===== src/rtl/led_sequencer.sv =====
// led_sequencer: memory-mapped LED pattern sequencer that steps through up to four
// patterns and writes each one to the LED register over the I/O bus. Define LED_SEQ_IRQ_EN for the wrap interrupt.
module led_sequencer #(
    parameter int              BITS      = 32,
    parameter logic [BITS-1:0] BASE      = 32'hF0000100,
    parameter logic [BITS-1:0] LED_ADDR  = 32'hF0000000,
    parameter int              LED_WIDTH = 10
) (
    input  logic            clk,
    input  logic            reset,
    input  logic            we,
    input  logic [BITS-1:0] memAddr,
    input  logic [BITS-1:0] dataBusIn,
    output logic [BITS-1:0] dataBusOut,
    output logic            busReq,
    input  logic            busGnt,
    output logic [BITS-1:0] mAddr,
    output logic            mWe,
    output logic [BITS-1:0] mData,
    output logic            irq
);

    typedef enum logic [1:0] {
        IDLE,
        REQ,
        WRITE,
        COUNT
    } SeqState;

    localparam logic [BITS-1:0] ONE = BITS'(1);

    SeqState                         state;
    logic                            en;
    logic [1:0]                      last;
    logic [1:0]                      idx;
    logic                            wrap;
    logic [BITS-1:0]                 period;
    logic [BITS-1:0]                 cnt;
    logic [3:0][LED_WIDTH-1:0]       pat;
`ifdef LED_SEQ_IRQ_EN
    logic                            irqEn;
`endif

    logic                            hitCtrl;
    logic                            hitPeriod;
    logic [3:0]                      hitPat;
    logic                            ctrlWrite;
    logic                            wrapSet;
    logic [BITS-1:0]                 ctrlWord;

    function automatic logic [BITS-1:0] regAddr(input int unsigned offset);
        return BASE + BITS'(offset);
    endfunction

    always_comb begin
        hitCtrl   = (memAddr == regAddr(0));
        hitPeriod = (memAddr == regAddr(4));
        for (int i = 0; i < 4; i++) begin
            hitPat[i] = (memAddr == regAddr(8 + 4 * i));
        end
    end

    assign ctrlWrite = we && hitCtrl;

    // A wrap happens when the counting step expires while sitting at (or beyond) LAST.
    assign wrapSet = en && (state == COUNT) && (cnt == '0) && (idx >= last);

    always_comb begin
        ctrlWord      = '0;
        ctrlWord[0]   = en;
        ctrlWord[2:1] = last;
        ctrlWord[5:4] = idx;
        ctrlWord[8]   = wrap;
`ifdef LED_SEQ_IRQ_EN
        ctrlWord[9]   = irqEn;
`endif
    end

    always_comb begin
        dataBusOut = '0;
        if (!we) begin
            if (hitCtrl) begin
                dataBusOut = ctrlWord;
            end else if (hitPeriod) begin
                dataBusOut = period;
            end else begin
                for (int i = 0; i < 4; i++) begin
                    if (hitPat[i]) begin
                        dataBusOut = BITS'(pat[i]);
                    end
                end
            end
        end
    end

    // Software-visible registers; a wrap on the same edge as a clear leaves WRAP set.
    always_ff @(posedge clk or negedge reset) begin
        if (!reset) begin
            en     <= 1'b0;
            last   <= 2'd0;
            wrap   <= 1'b0;
            period <= '0;
            pat    <= '0;
`ifdef LED_SEQ_IRQ_EN
            irqEn  <= 1'b0;
`endif
        end else begin
            if (ctrlWrite) begin
                en   <= dataBusIn[0];
                last <= dataBusIn[2:1];
`ifdef LED_SEQ_IRQ_EN
                irqEn <= dataBusIn[9];
`endif
            end
            if (wrapSet) begin
                wrap <= 1'b1;
            end else if (ctrlWrite && dataBusIn[8]) begin
                wrap <= 1'b0;
            end
            if (we && hitPeriod) begin
                period <= dataBusIn;
            end
            for (int i = 0; i < 4; i++) begin
                if (we && hitPat[i]) begin
                    pat[i] <= dataBusIn[LED_WIDTH-1:0];
                end
            end
        end
    end

    // Step sequencer; clearing EN returns to IDLE from any state and keeps idx for readback.
    always_ff @(posedge clk or negedge reset) begin
        if (!reset) begin
            state  <= IDLE;
            idx    <= 2'd0;
            cnt    <= '0;
            busReq <= 1'b0;
            mWe    <= 1'b0;
            mAddr  <= '0;
            mData  <= '0;
        end else if (!en) begin
            state  <= IDLE;
            busReq <= 1'b0;
            mWe    <= 1'b0;
            mAddr  <= '0;
            mData  <= '0;
        end else begin
            case (state)
                IDLE: begin
                    idx    <= 2'd0;
                    state  <= REQ;
                    busReq <= 1'b1;
                end
                REQ: begin
                    if (busGnt) begin
                        state <= WRITE;
                        mWe   <= 1'b1;
                        mAddr <= LED_ADDR;
                        mData <= BITS'(pat[idx]);
                    end
                end
                WRITE: begin
                    state  <= COUNT;
                    busReq <= 1'b0;
                    mWe    <= 1'b0;
                    mAddr  <= '0;
                    mData  <= '0;
                    cnt    <= (period == '0) ? '0 : period - ONE;
                end
                COUNT: begin
                    if (cnt != '0) begin
                        cnt <= cnt - ONE;
                    end else begin
                        idx    <= (idx >= last) ? 2'd0 : idx + 2'd1;
                        state  <= REQ;
                        busReq <= 1'b1;
                    end
                end
                default: begin
                    state  <= IDLE;
                    busReq <= 1'b0;
                end
            endcase
        end
    end

`ifdef LED_SEQ_IRQ_EN
    assign irq = wrap & irqEn;
`else
    assign irq = 1'b0;
`endif

endmodule


===== config.mk =====
export PLATFORM = sky130hd
export DESIGN_NAME = led_sequencer
export DESIGN_NICKNAME = d
export VERILOG_FILES = /design/src/rtl/led_sequencer.sv
export SDC_FILE = /design/constraint.sdc
export NUM_CORES = 1
export LEC_CHECK = 0
export BUFFER_PORTS_ARGS = -buffer_cell sky130_fd_sc_hd__buf_2
export CORE_MARGIN = 2
export CORE_UTILIZATION = 45
export CTS_CLUSTER_SIZE = 10
export DETAILED_ROUTE_END_ITERATION = 10
export HOLD_SLACK_MARGIN = 0.12
export PLACE_DENSITY = 0.68
export SLEW_MARGIN = 25
export SYNTH_ARGS = -nofsm -noshare
export SYNTH_HDL_FRONTEND = slang
export SYNTH_SLANG_ARGS = --single-unit

===== constraint.sdc =====
create_clock -name clk -period 4.05 [get_ports clk]
set_clock_uncertainty 0.1 [all_clocks]
set_input_delay 0.405 -clock clk [delete_from_list [all_inputs] [get_ports clk]]
set_output_delay 0.405 -clock clk [all_outputs]
set_load 0.05 [all_outputs]

==> flow_metrics.py <==
metrics = {
    "outcome": {
        "status": "finished clean",
    },
    "timing": {
        "drv_slew": 0,
        "max_slew_margin": 0.344,
        "hold_viol_final": 0,
        "setup-tns-final_ps": 0,
        "rsz0062_at_grt": "false",
        "fin_crit_sh": 0.779,
        "worst_slack_ps": 896,
        "fmax_mhz": 317,
        "hold_ws_ps": 133,
        "finalWorstPathRequiredPeriod_ps": 3150,
        "tightest_slew_ps": 981,
        "finalSetupViolations": 0,
    },
    "global_routing": {
        "gr-total-overflow": 0,
        "antenna_found_initial": 0,
        "grt_pass1_wl_um": 33200,
        "grt_max_degree": 64,
        "grtUsageTotal": 0.232,
        "grt_pass1_vias": 6224,
    },
    "floorplanning": {
        "rows": 47,
        "dieWidth_um": 135,
        "core_area_mm2": 0.0167,
        "ios": 167,
        "initial_core_util": 0.464,
        "die_area_mm2": 0.0183,
        "fp.dieH_um": 135,
    },
    "critical_path": {
        "r2r_end": "cnt[9]",
        "cp_slowest_stage_delay_ps": 520,
        "start_kind": "primary input",
        "path_class": "primary input to output pin",
        "critical-path-top-delay-family": "simple AND/OR/NAND/NOR gates",
        "cpMaxStageDelayCell": "nor3_1",
        "critical_path_required_ps": 3540,
        "r2r-start": "state[0]",
        "cp.arrival_ps": 2650,
        "crit_path_frequent_cell": "buf_2",
        "crit_fanout": 12,
        "crit_path_start": "memAddr[5]",
        "path_cells": "buf_2 -> nor4b_1 -> nand4_1 -> nor3_1 -> nand2b_1 -> buf_4 -> or3_1 -> o22ai_1 -> buf_2",
        "reg2reg_slack_ps": 950,
        "crit_path_end_kind": "output pin",
        "setup.worst_path.end": "dataBusOut[8]",
        "critical_path_depth": 9,
        "rr_worst_depth": 7,
        "worst-path-buf-inv": 3,
    },
    "placed_design": {
        "postPlaceCellArea_mm2": 0.00843,
        "io_buffers": 115,
        "gp_congestion": 0.864,
        "pre_cts_ws_ps": 958,
        "dpl.cell_count": 1103,
        "place_hpwl_um": 14500,
    },
    "clock_network": {
        "clk_pin_slew_ps": 60,
        "cts_inserted_buffers": 17,
        "post_cts_resized": 0,
        "htree_levels": 4,
        "cts_tree": "built",
        "clk_latency_ps": 420,
        "clock_path_buffers": 2,
        "root_buffer": "clkbuf_16",
        "cts.sinks": 124,
    },
    "routing": {
        "drt_iter0_markers": 603,
        "drc": 0,
        "num_vias": 6731,
        "via_per_inst": 5.85,
        "finalWirelength_um": 20900,
        "wire_per_inst_um": 18.2,
        "ant_nets": 0,
        "first_pass_iters": 5,
    },
    "synthesis": {
        "yosys_register_bits": 124,
        "yosysSeqAreaShare": 0.401,
        "synth_ff_type": "dfrtp_1",
        "async_reset_ff_frac": 1.00,
        "post-synth-top-area-fraction": 0.401,
        "syn_avg_cell_area_um2": 9.84,
        "yosys.area.top_type": "dfrtp_1",
        "synth-edff-count": 0,
        "ys_top_cells_by_area": "dfrtp_1 (40%), mux2_2 (11%), buf_4 (5.3%)",
        "synth_cell_types": 69,
        "yosysWarnings": 0,
        "synthCells": 787,
        "netlist_area_mm2": 0.00774,
    },
    "layout": {
        "drive_gt1_frac": 0.286,
        "layout.cells.non_filler": 1151,
        "finish.utilization": 0.552,
        "antennaDiodeCount": 0,
        "fin_nets": 995,
        "area_growth_pct": 19.1,
        "final_area_mm2": 0.00922,
    },
    "power": {
        "power.clock.fraction": 0.527,
        "leakagePower_nw": 4.60,
        "power_density_mw_per_mm2": 333,
        "p_int_mw": 2.33,
        "p_sw_frac": 0.240,
        "irDropWorstVdd_mv": 0.256,
        "power_frac_comb": 0.069,
        "power_switching_uw": 737,
        "p_total_mw": 3.07,
        "p_seq_frac": 0.404,
    },
    "worst_hold_path": {
        "hp-class": "primary input to register",
        "holdPathStages": 2,
        "hp-start": "dataBusIn[18]",
    },
    "job": {
        "maxCapViolCount": 0,
    },
}
-- worst min-delay path by stage --
stage,to,slack [ps]
after floorplan,busReq,9
after global placement,mData[5],390
after detailed placement,mData[3],390
after CTS,period[18],120
after global routing,period[25],120
final,period[18],130
-- cell type report --
class	instances	area (µm²)
fill	1467	7480
tap	220	275
timing repair buffer	152	921
clock inverter	13	190
sequential	124	3100
clock buffer	19	443
inverter	16	60.1
multi-input combinational	607	4230
-- layout by cell type, fill, tap and decap left out, types with 4 or more instances in the layout --
master and instances:
a21oi_1 15, a221o_1 4, a22o_1 10, a22oi_1 11, a31oi_1 8, and2_1 22
buf_2 114, buf_4 20, bufinv_16 4, clkbuf_16 17, clkinvlp_4 4, conb_1 51
dfrtp_1 124, dlygate4sd3_1 16, ha_1 9, inv_1 15, mux2_2 76, mux2i_1 15
mux4_2 10, nand2_1 53, nand2b_1 4, nand3_1 17, nand4_1 10, nor2_1 54
nor2b_1 10, nor3_1 28, nor3_2 4, nor4_1 24, o211ai_1 7, o21a_1 6
o21ai_0 47, o22ai_1 6, o2bb2ai_1 4, o311a_1 4, o311ai_0 5, o31ai_1 6
or3_1 19, or4_1 6, xnor2_1 11, xor2_1 9
-- what timing repair did --
item | CTS | global route
setup buffers | 0 | 0
hold buffers | 16 | 0
hold endpoints to repair | 77 | 0
setup endpoints to repair | 0 | 0
-- per-layer routing --
metal / track usage / part of all wire / vias to the layer above
met4: 0.0689 / 0.014 / 0
met1: 0.339 / 0.47 / 3291
met2: 0.351 / 0.45 / 310
li1: - / - / 3106
met5: 0 / 0 / -
met3: 0.0464 / 0.067 / 24
-- flip-flops by register name (all words and copies together) (netlist names) --
| name | flops |
|---|---|
| busReq | 1 |
| cnt | 32 |
| en | 1 |
| idx | 2 |
| last | 2 |
| mAddr | 1 |
| mData | 10 |
| pat | 40 |
| period | 32 |
| state | 2 |
| wrap | 1 |
-- synthesized netlist by cell type, drive strengths merged (3+ instances only) --
cell type / count
a21o: 3
a21oi: 15
a221o: 4
a22o: 10
a22oi: 11
a31oi: 8
a32oi: 3
and2: 22
buf: 59
clkbuf: 31
dfrtp: 124
ha: 9
inv: 15
mux2: 77
mux2i: 15
mux4: 10
nand2: 53
nand2b: 4
nand3: 17
nand4: 10
nor2: 55
nor2b: 10
nor3: 33
nor4: 26
nor4b: 3
o211ai: 7
o21a: 6
o21ai: 49
o22ai: 6
o2bb2ai: 4
o311a: 4
o311ai: 5
o31ai: 6
o41ai: 3
or3: 20
or4: 7
xnor2: 11
xor2: 9
-- power groups by stage --
stage / combinational, mW / sequential [mW] / clock (mW)
final: 0.212 / 1.24 / 1.62
after global routing: 0.228 / 1.24 / 1.70
after CTS: 0.212 / 1.24 / 1.64
after detailed placement: 0.200 / 1.26 / 0
after global placement: 0.200 / 1.26 / 0
after floorplan: 0.165 / 1.26 / 0
-- cell families after synthesis --
group,count (synthesis),share of synthesized area
AOI/OAI and AO/OA,156,0.138
muxes,102,0.160
other,1,0.000484
DFF,124,0.401
and+or+nand+nor,269,0.184
adders and majority gates,9,0.0145
buffers and inverters,106,0.0792
xor gates and xnor gates,20,0.0226
No activity file was read; power rests on OpenSTA's default activity.
